`src/rtl/mbc_mapper.sv`:
```
// Cartridge bank mapper: synchronises the console bus, decodes bank-register writes and serves ROM reads from SPRAM.
// Optional external RAM window is enabled with `define MBC_EXT_RAM_EN.
module mbc_mapper #(
  parameter int ROM_BANK_BITS = 5,
  parameter int RAM_BANK_BITS = 2,
  parameter int SYNC_STAGES   = 4
) (
  input  logic                       clk,
  input  logic                       reset,
  input  logic [15:0]                bus_A,
  input  logic [7:0]                 bus_D_in,
  input  logic                       bus_nRD,
  input  logic                       bus_nWR,
  input  logic                       load_done,
  input  logic [15:0]                mem_dout,
  output logic [ROM_BANK_BITS+12:0]  mem_addr,
  output logic [7:0]                 bus_D_out,
  output logic                       bus_D_oe,
  output logic                       cpu_reset,
  output logic [ROM_BANK_BITS-1:0]   rom_bank,
  output logic                       ram_we,
  output logic [RAM_BANK_BITS+12:0]  ram_addr,
  output logic [7:0]                 ram_din,
  input  logic [7:0]                 ram_dout
);
  localparam int RBW = (RAM_BANK_BITS > 0) ? RAM_BANK_BITS : 1;

  logic [15:0]            a_sync [SYNC_STAGES];
  logic [7:0]             d_sync [SYNC_STAGES];
  logic [SYNC_STAGES-1:0] nwr_sync;
  logic                   nwr_q;
  logic                   wr_strobe;
  logic [15:0]            a_s;
  logic [7:0]             d_s;
  logic                   nwr_s;
  logic                   wr_en;

  assign a_s   = a_sync[SYNC_STAGES-1];
  assign d_s   = d_sync[SYNC_STAGES-1];
  assign nwr_s = nwr_sync[SYNC_STAGES-1];

  // nWR stages reset high so leaving reset with the strobe idle is not seen as an edge
  always_ff @(posedge clk or posedge reset) begin
    if (reset) begin
      for (int i = 0; i < SYNC_STAGES; i++) begin
        a_sync[i] <= '0;
        d_sync[i] <= '0;
      end
      nwr_sync  <= '1;
      nwr_q     <= 1'b1;
      wr_strobe <= 1'b0;
    end else begin
      a_sync[0] <= bus_A;
      d_sync[0] <= bus_D_in;
      for (int i = 1; i < SYNC_STAGES; i++) begin
        a_sync[i] <= a_sync[i-1];
        d_sync[i] <= d_sync[i-1];
      end
      nwr_sync  <= {nwr_sync[SYNC_STAGES-2:0], bus_nWR};
      nwr_q     <= nwr_s;
      wr_strobe <= load_done & nwr_s & ~nwr_q;
    end
  end

  assign wr_en = wr_strobe & load_done;

  logic [ROM_BANK_BITS-1:0] rom_sel;
  logic [ROM_BANK_BITS-1:0] bank_sel;
  assign rom_sel  = d_s[ROM_BANK_BITS-1:0];
  assign bank_sel = a_s[14] ? rom_bank : '0;
  assign mem_addr = {bank_sel, a_s[13:1]};

  always_ff @(posedge clk or posedge reset) begin
    if (reset) begin
      rom_bank <= ROM_BANK_BITS'(1);
    end else if (wr_en && a_s[15:13] == 3'b001) begin
      rom_bank <= (rom_sel == '0) ? ROM_BANK_BITS'(1) : rom_sel;
    end
  end

  logic [7:0] ram_byte;
  logic       ram_window;

`ifdef MBC_EXT_RAM_EN
  logic           ram_en;
  logic [RBW-1:0] ram_bank;

  always_ff @(posedge clk or posedge reset) begin
    if (reset) begin
      ram_en   <= 1'b0;
      ram_bank <= '0;
    end else if (wr_en) begin
      if (a_s[15:13] == 3'b000) ram_en <= (d_s[3:0] == 4'hA);
      if (a_s[15:13] == 3'b010 && RAM_BANK_BITS > 0) ram_bank <= d_s[RBW-1:0];
    end
  end

  generate
    if (RAM_BANK_BITS > 0) begin : g_bank_addr
      assign ram_addr = {ram_bank, a_s[12:0]};
    end else begin : g_flat_addr
      assign ram_addr = a_s[12:0];
    end
  endgenerate

  assign ram_we     = wr_en & (a_s[15:13] == 3'b101) & ram_en;
  assign ram_din    = d_s;
  assign ram_byte   = ram_en ? ram_dout : 8'hFF;
  assign ram_window = ram_en & (bus_A[15:13] == 3'b101);
`else
  logic unused_ram;
  assign unused_ram = ^{ram_dout, d_s};
  assign ram_we     = 1'b0;
  assign ram_addr   = '0;
  assign ram_din    = '0;
  assign ram_byte   = 8'hFF;
  assign ram_window = 1'b0;
`endif

  // byte select and window flag are delayed one cycle to line up with the memory read latency
  logic a0_q;
  logic ram_sel_q;

  always_ff @(posedge clk or posedge reset) begin
    if (reset) begin
      a0_q      <= 1'b0;
      ram_sel_q <= 1'b0;
      bus_D_out <= 8'hFF;
      cpu_reset <= 1'b1;
    end else begin
      a0_q      <= a_s[0];
      ram_sel_q <= (a_s[15:13] == 3'b101);
      if (ram_sel_q) bus_D_out <= ram_byte;
      else           bus_D_out <= a0_q ? mem_dout[15:8] : mem_dout[7:0];
      cpu_reset <= ~load_done;
    end
  end

  assign bus_D_oe = ~bus_nRD & load_done & (~bus_A[15] | ram_window);

endmodule

```
`config.mk`:
```
export PLATFORM = sky130hd
export DESIGN_NAME = mbc_mapper
export DESIGN_NICKNAME = d
export VERILOG_FILES = /design/src/rtl/mbc_mapper.sv
export SDC_FILE = /design/constraint.sdc
export NUM_CORES = 1
export LEC_CHECK = 0
export CELL_PAD_IN_SITES_DETAIL_PLACEMENT = 0
export CELL_PAD_IN_SITES_GLOBAL_PLACEMENT = 1
export CORE_MARGIN = 4
export CORE_UTILIZATION = 39
export CTS_CLUSTER_DIAMETER = 50
export DETAILED_ROUTE_END_ITERATION = 10
export PLACE_DENSITY = 0.93
export SYNTH_ARGS = -nofsm -noshare
export SYNTH_HDL_FRONTEND = slang
export SYNTH_SLANG_ARGS = --single-unit
```
`constraint.sdc`:
```
create_clock -name clk -period 8.6 [get_ports clk]
set_clock_uncertainty 0.2 [all_clocks]
set_input_delay 2.15 -clock clk [delete_from_list [all_inputs] [get_ports clk]]
set_output_delay 2.15 -clock clk [all_outputs]
set_load 0.01 [all_outputs]
```
======== After elaboration in Yosys (flattened, before gate mapping) ========
Cells that the tools add are included.
word-level totals
  bits in writable memories ............... 0
  memories ................................ 0
  memory bits (read-only) ................. 0
  output and inout bits ................... 57
  register bits ........................... 106
  latch bits .............................. 0
cells by class
  add/sub/neg operators ................... 0
  shifts and indexed selects .............. 0
  eq/ne operators ......................... 2
  $mul .................................... 0
  divide/modulo/power cells ............... 0
  mux-type cells .......................... 4
  reductions and logical operators ........ 2
  order comparisons ....................... 0
  bitwise logic cells ..................... 9
operators by type and width
  operator                                             count
  2-to-1 mux 8 bit                                     2
  2-to-1 mux 5 bit                                     2
  bitwise AND 1 bit                                    5
  logical NOT 5 bit                                    1
  NOT 1 bit                                            4
  equality test 3 x 1 -> 1 bit, second input constant  1
  equality test 3 bit, second input constant           1
  logical AND 1 bit                                    1

======== Logic depth before layout (Yosys ltp) ========
Gate-level depths: netlist of the first run.
  depth after elaboration ................. 3
  mapped depth ............................ 3

======== Least setup slack after synthesis of the first run ========
No wires, ideal clock.
  kind .................................... input to output
  start point ............................. input port load_done
  end point ............................... output port bus_D_oe
  arrival ................................. 2489 ps
  stages .................................. 2
  path buffers ............................ 0
  slack ................................... 3761 ps
  cell sequence ........................... inv_1 nor3_1
between the ends
  cells in the longest elaborated chain, start to end .. 2
RTL lines
  element                          line  text
  from (decl)                      14    input logic load_done,
  bitwise AND 1 bit (2 in series)  139   assign bus_D_oe = ~bus_nRD & load_done & (~bus_A[15] | ram_window);
  to (decl)                        18    output logic bus_D_oe,
No other way between the ends.

======== Worst setup path in the final report of the first run ========
Same ends and word-level chain as after synthesis.

==> results.cfg, run 1 <==
[timing]
period_share = 0.680
drv_slew = 0
period_needed_ns = 5.85
rsz0062_at_grt = false
slew_headroom = 0.546
fin_tns_setup_ns = 0
hold_viol = 0
setup_viol = 0
worstMarginPinSlew_ns = 0.681
clock.fmax_mhz = 171
layout_setup_ws_ns = 2.75

[critical_path]
reg2reg_to = rom_bank[2]
reg2reg_slack_ns = 7.11
worstSetupStartpointType = primary input
crit_chain = clkdlybuf4s50_1, inv_1, nor3_1, clkdlybuf4s50_1
cp_data_required_time_ns = 6.25
cp_max_fo = 3
critPathLaunch = load_done
cp_data_arrival_time_ns = 3.50
critPathMaxStageDelay_ns = 0.56
r2r-start = a_s[14]
ff2ff_path_depth = 3
critPathSlowestCell = clkdlybuf4s50_1
critPathKind = primary input to output pin
crit_path_end_kind = output pin
cp_common_cell = clkdlybuf4s50_1

[routing]
routed_wl_mm = 4.60
vias_per_cell = 3.98
wl_per_cell_um = 12.7
drc = 0
first_pass_iters = 2
ant_nets = 0
vias = 1446
drtIter0Drc = 39

[cells_and_area]
final_common_cell = dfrtp_1
instances_no_fill = 363
finalInstanceArea_um2 = 4120
drive_gt1_frac = 0.171
fillers = 676
multi_input_area_um2 = 378
final_cell_mix = dfrtp_1, clkdlybuf4s50_1, conb_1, dfstp_2, clkbuf_8
nets = 306
area_growth_pct = 26.3
seq_area_um2 = 2670
diodes = 0

[place]
place_area_um2 = 3940
port_buffers = 74
dp_slack_ns = 2.73
placed_cells = 347
dp_hpwl_mm = 3.24
gp_congestion = 0.718

[floorplanning]
coreArea_um2 = 8180
die_area_um2 = 9890
initial_core_util = 0.399
die_x_um = 99.4
die_h_um = 99.4
placementRows = 33
io_pins = 110

[logic_synthesis]
synth_area_um2 = 3260
synth-seq-area-share = 0.819
synth-edff-count = 0
yosys_warnings = 0
async_reset_ff_frac = 1.00
ys.flop_type = dfrtp_1
postSynthAreaPerCell_um2 = 17.8
syn-instance-count = 183
ys_ff_latch = 106
synth.distinct_cells = 19

[clocking]
clock_latency_ns = 0.35
cts_setup_buffers = 0
tritoncts = done
clk_pin_slew_ns = 0.10
cts_buffers = 9
clockBufferDepth = 2
cts-hold-fix-buffers = 0
htreeDepth = 3
post_cts_resized = 0
cts_sinks = 106
cts_root_buf = clkbuf_8

[global_route]
grt_first_pass_wirelength_mm = 7.45
first_global_vias = 1558
grt_max_degree = 59
antenna_found_initial = 0
track_usage = 0.0997
gr-total-overflow = 0

[run]
maxCapViolCount = 0

[min_path]
min_to = d_sync[8]
whs_path_depth = 0
hold_path_class = flop to flop
holdCritStartpoint = d_sync[16]

[power_and_ir_drop]
power_uw = 884
peakVddDrop_mv = 0.0807
power.density_nw_per_um2 = 215
leakage_uw = 0.00187

[run_status]
outcome = finished, final reports clean
==> through the flow <==
stage | hold WS, ns | util
floorplan | 0.131 | -
global placement | 0.132 | 0.482
detailed placement | 0.135 | 0.482
CTS | 0.156 | 0.504
global route | 0.159 | 0.504
finish | 0.150 | 0.504
==> cell type report <==
| cell class | count | share of cell area |
|---|---|---|
| clock buffer | 10 | 0.0310 |
| clock inverter | 6 | 0.0118 |
| inverter | 3 | 0.00334 |
| multi-input combinational | 58 | 0.0917 |
| sequential | 106 | 0.649 |
| tap | 105 | 0.0319 |
| timing repair buffer | 75 | 0.182 |
==> critical path, delay by kind of cell <==
family | cells | cell delay, ns
buffers and inverters | 3 | 1.15
and+or+nand+nor | 1 | 0.19
==> registers in the layout, summed over array words and instances, names as in the netlist, 4 cells and up <==
register,count
d_sync,15
rom_bank,5
nwr_sync,4
d_s,5
a_s,16
a_sync,48
bus_D_out,8
==> worst max-delay path by stage <==
stage | to | slack [ns] | cells past startpoint
after floorplan | a0_q | 3.49 | 1
after global placement | bus_D_oe | 2.76 | 4
after detailed placement | bus_D_oe | 2.73 | 4
after CTS | bus_D_oe | 2.72 | 4
after global routing | bus_D_oe | 2.68 | 4
final | bus_D_oe | 2.75 | 4
==> routing by layer <==
metal  track usage  part of all wire  wire length, um
met1         0.113              0.38             1750
met2         0.167              0.52             2410
met3        0.0309             0.083              383
met4        0.0567             0.014               63
met5             0                 0                0
==> Yosys cell counts, types with 2 or more instances <==
cell type	count	area, um^2
buf_4	37	278
dfrtp_1	91	2280
inv_1	3	11.3
and2_2	5	37.5
dfstp_2	15	394
a211o_1	8	70.1
nor2_1	2	7.51
nor2b_1	8	50.1
mux2_4	4	60.1
==> kinds of logic after synthesis <==
logic type      count (synthesis)  share of synthesized area
flops                         106                      0.819
buf+inv                        42                     0.0913
simple gates                   21                     0.0453
compound gates                  8                     0.0215
mux                             5                     0.0215
other cells                     1                    0.00115
==> power by group <==
part           switching (uW)  internal [uW]  leakage [uW]  total [uW]
logic                    30.1           44.1      0.000554        74.1
registers                11.4            530       0.00123         541
clock network             159            109     0.0000916         268
total                     201            683       0.00187         884
No activity file was read; power rests on OpenSTA's default activity.
==> run 2, diff against run 1 <==
CORE_UTILIZATION = 33   (was 39)
PLACE_DENSITY = 0.85   (was 0.93)
clock period = 5 ns   (was 8.6 ns; I/O delays follow)
==> results.cfg, run 2 (same netlist as run 1, synthesis figures left out) <==
[run_status]
outcome = finished, final reports clean

[routing]
wl_per_cell_um = 11.7
vias_per_cell = 3.71
ant_nets = 0
drtIter0Drc = 36
routed_wl_mm = 4.58
first_pass_iters = 3
vias = 1456
drc = 0

[timing]
layout_setup_ws_ns = 0.941
fin_tns_setup_ns = 0
period_share = 0.812
setup_viol = 0
worstMarginPinSlew_ns = 1.01
rsz0062_at_grt = false
whs_ns = 0.153
drv_slew = 0
clock.fmax_mhz = 246
hold_viol = 0
period_needed_ns = 4.06
slew_headroom = 0.328

[cells_and_area]
nets = 307
largest_reg_flops = 48
largest-register = a_sync
final_cell_mix = dfrtp_1, clkdlybuf4s50_1, conb_1, dfstp_2, clkbuf_8
diodes = 0
area_growth_pct = 27.7
fillers = 876
drive_gt1_frac = 0.170
final_common_cell = dfrtp_1

[global_route]
grt_first_pass_wirelength_mm = 7.37
grt_max_degree = 88
gr-total-overflow = 0
track_usage = 0.0858
antenna_found_initial = 0
first_global_vias = 1478

[critical_path]
r2r-start = a_s[14]
cp_data_required_time_ns = 3.55
ff2ff_path_depth = 3
cp_max_fo = 3
reg2reg_slack_ns = 3.50
critPathKind = primary input to output pin
reg2reg_to = rom_bank[4]
critPathLaunch = load_done
worstSetupStartpointType = primary input
cp_data_arrival_time_ns = 2.61
crit_path_end_kind = output pin
endpoint = bus_D_oe

[place]
dp_hpwl_mm = 3.19
gp_congestion = 0.638
port_buffers = 74
dp_slack_ns = 0.933

[clocking]
cts_sinks = 106
cts_root_buf = clkbuf_8
cts_setup_buffers = 0
tritoncts = done
cts-hold-fix-buffers = 0
cts_buffers = 9
clockBufferDepth = 2
clock_latency_ns = 0.35
clk_pin_slew_ns = 0.09
htreeDepth = 3
post_cts_resized = 0

[min_path]
whs_path_depth = 0
hold_path_class = flop to flop

[run]
maxCapViolCount = 0

[floorplanning]
coreArea_um2 = 9680
die_area_um2 = 11500
initial_core_util = 0.337
placementRows = 36
die_x_um = 107
die_h_um = 107
io_pins = 110

[power_and_ir_drop]
peakVddDrop_mv = 0.139
leakage_uw = 0.00187
power.density_nw_per_um2 = 368
## run 2: changes by cell type in the layout (fill, tap and decap cells not counted), sizes merged
cell | before | now
clkinvlp | 0 | 2
inv | 6 | 5
buf | 1 | 2
clkbuf | 10 | 12
clkinv | 3 | 0
## run 2: cell type report
type | count | area, um^2 | share of cell area
clock buffers | 12 | 145 | 0.0348
clock inverters | 4 | 35.0 | 0.00841
inverters | 3 | 13.8 | 0.00330
multi-input cells | 58 | 378 | 0.0907
flip-flops and latches | 106 | 2670 | 0.641
well taps | 133 | 166 | 0.0400
repair buffers | 76 | 756 | 0.181
## run 2: worst min path at each step
stage	slack, ns	startpoint	endpoint
after floorplan	0.13	a_s[0]	a0_q
after global routing	0.16	a_sync[32]	a_sync[16]
after global placement	0.13	a_sync[29]	a_s[13]
after CTS	0.15	a_sync[45]	a_sync[29]
final	0.15	a_sync[24]	a_s[8]
after detailed placement	0.13	a_sync[24]	a_s[8]
## run 2: per-layer routing
metal	global-route usage	up-vias	part of all wire
li1	-	662	-
met1	0.104	718	0.41
met2	0.127	68	0.47
met3	0.0318	8	0.093
met4	0.0568	0	0.025
met5	0	-	0
## run 2: worst max-delay path, cell delays in order
cell	delay, ns
clkdlybuf4s50_1	0.53
inv_1	0.07
nor3_1	0.19
clkdlybuf4s50_1	0.58
## run 2: per-stage QoR
step / area [um^2] / utilization / cells / total power [uW]
2_1_floorplan: 3350 / - / 206 / 1010
3_3_place_gp: 3990 / 0.411 / 376 / 1070
3_5_place_dp: 3990 / 0.411 / 376 / 1080
4_1_cts: 4170 / 0.430 / 392 / 1570
5_1_grt: 4170 / 0.430 / 392 / 1620
6_report: 4170 / 0.430 / 392 / 1530
## run 2: where the power goes
group | total, uW | internal [uW] | switching [uW]
Combinational | 128 | 76.3 | 51.8
Sequential | 930 | 911 | 18.6
Clock | 475 | 201 | 274
==> run 3, diff against run 2 <==
CORE_UTILIZATION = 36   (was 33)
PLACE_DENSITY = 0.88   (was 0.85)
clock period = 4.1 ns   (was 5 ns; I/O delays follow)
==> results.cfg, run 3 (same netlist as run 1, synthesis figures left out) <==
[critical_path]
crit_path_end_kind = output pin
critPathKind = primary input to output pin
critPathSlowestCell = clkdlybuf4s50_1
critPathMaxStageDelay_ns = 0.57
cp_max_fo = 3
cp_data_required_time_ns = 2.87
path_buf_inv = 3
cp.depth = 4
worstSetupStartpointType = primary input
cp_common_cell = clkdlybuf4s50_1
reg2reg_slack_ns = 2.62
ff2ff_path_depth = 3
cp_data_arrival_time_ns = 2.37
crit_chain = clkdlybuf4s50_1, inv_1, nor3_1, clkdlybuf4s50_1
cp_top_family = buffers and inverters

[min_path]
whs_path_depth = 0
hold_path_class = flop to flop

[timing]
fin_tns_setup_ns = 0
clock.fmax_mhz = 278
period_share = 0.877
hold_viol = 0
worstMarginPinSlew_ns = 0.527
rsz0062_at_grt = false
drv_slew = 0
period_needed_ns = 3.59
slew_headroom = 0.649
setup_viol = 0

[routing]
vias_per_cell = 3.94
drc = 0
first_pass_iters = 4
drtIter0Drc = 49
wl_per_cell_um = 12.1
ant_nets = 0
routed_wl_mm = 4.43
vias = 1442

[floorplanning]
initial_core_util = 0.372
die_h_um = 103
coreArea_um2 = 8760
die_area_um2 = 10600
placementRows = 34
die_x_um = 103
io_pins = 110

[global_route]
track_usage = 0.0893
grt_max_degree = 107
antenna_found_initial = 0
grt_first_pass_wirelength_mm = 7.04
gr-total-overflow = 0
first_global_vias = 1455

[run]
maxCapViolCount = 0

[power_and_ir_drop]
power_uw = 1960
leakage_uw = 0.00190
power.density_nw_per_um2 = 469
p_int_uw = 1520
switchingPower_uw = 438
switching_share = 0.224
peakVddDrop_mv = 0.211
p_seq_frac = 0.580
p_comb_frac = 0.080
p_clk_frac = 0.340

[cells_and_area]
nets = 306
diodes = 0
instances_no_fill = 366
final_cell_mix = dfrtp_1, clkdlybuf4s50_1, conb_1, dfstp_2, clkbuf_8
largest_reg_flops = 48
final_common_cell = dfrtp_1
largest-register = a_sync
area_growth_pct = 28.0
drive_gt1_frac = 0.174
fillers = 771

[clocking]
clock_latency_ns = 0.36
cts_setup_buffers = 0
clockBufferDepth = 2
htreeDepth = 3
tritoncts = done
cts_sinks = 106
cts-hold-fix-buffers = 0
cts_root_buf = clkbuf_8
post_cts_resized = 0
cts_buffers = 9
clk_pin_slew_ns = 0.10

[run_status]
outcome = finished, final reports clean

[place]
placed_cells = 350
port_buffers = 74
gp_congestion = 0.719
dp_hpwl_mm = 3.00
==> run 3: cell types whose count changed in the layout (fill, tap and decap cells not counted) <==
cell	before	now
buf_4	2	0
buf_12	0	1
clkbuf_1	2	0
bufinv_16	0	1
clkinvlp_4	2	0
inv_6	1	4
==> run 3: final timing paths <==
kind / startpoint / endpoint
max: load_done / bus_D_oe
max reg2reg: a_s[14] / rom_bank[4]
min in group asynchronous: reset / a_s[8]
min reg2reg: a_sync[23] / a_s[7]
max in group asynchronous: reset / nwr_sync[0]
min: a_sync[23] / a_s[7]
==> run 3: cell type report <==
class	instances	area [um^2]	area share
Clock inverter	6	76.3	0.0183
Inverter	3	13.8	0.00330
Timing Repair Buffer	75	761	0.182
Tap cell	108	135	0.0324
Sequential cell	106	2670	0.640
Multi-Input combinational cell	58	378	0.0906
Clock buffer	10	138	0.0330
==> run 3: power by group through the flow <==
stage          logic, uW  clock network [uW]  registers (uW)
2_1_floorplan       82.1                   0            1150
3_5_place_dp         159                   0            1160
4_1_cts              159                 693            1140
3_3_place_gp         156                   0            1150
5_1_grt              171                 749            1140
6_report             156                 665            1130
==> run 3: stage by stage <==
| step | cell area (um^2) | hold WS, ns | util | setup WS, ns |
|---|---|---|---|---|
| detailed placement | 3960 | 0.135 | 0.452 | 0.475 |
| global placement | 3960 | 0.131 | 0.452 | 0.475 |
| finish | 4170 | 0.145 | 0.476 | 0.505 |
| global route | 4170 | 0.144 | 0.476 | 0.444 |
| floorplan | 3350 | 0.131 | - | 0.111 |
| CTS | 4170 | 0.149 | 0.476 | 0.475 |
==> run 3: metal layers <==
layer,share of wire,vias up,GRT usage
li1,-,659,-
met1,0.40,704,0.110
met2,0.47,71,0.136
met3,0.098,8,0.0288
met4,0.025,0,0.0568
met5,0,-,0
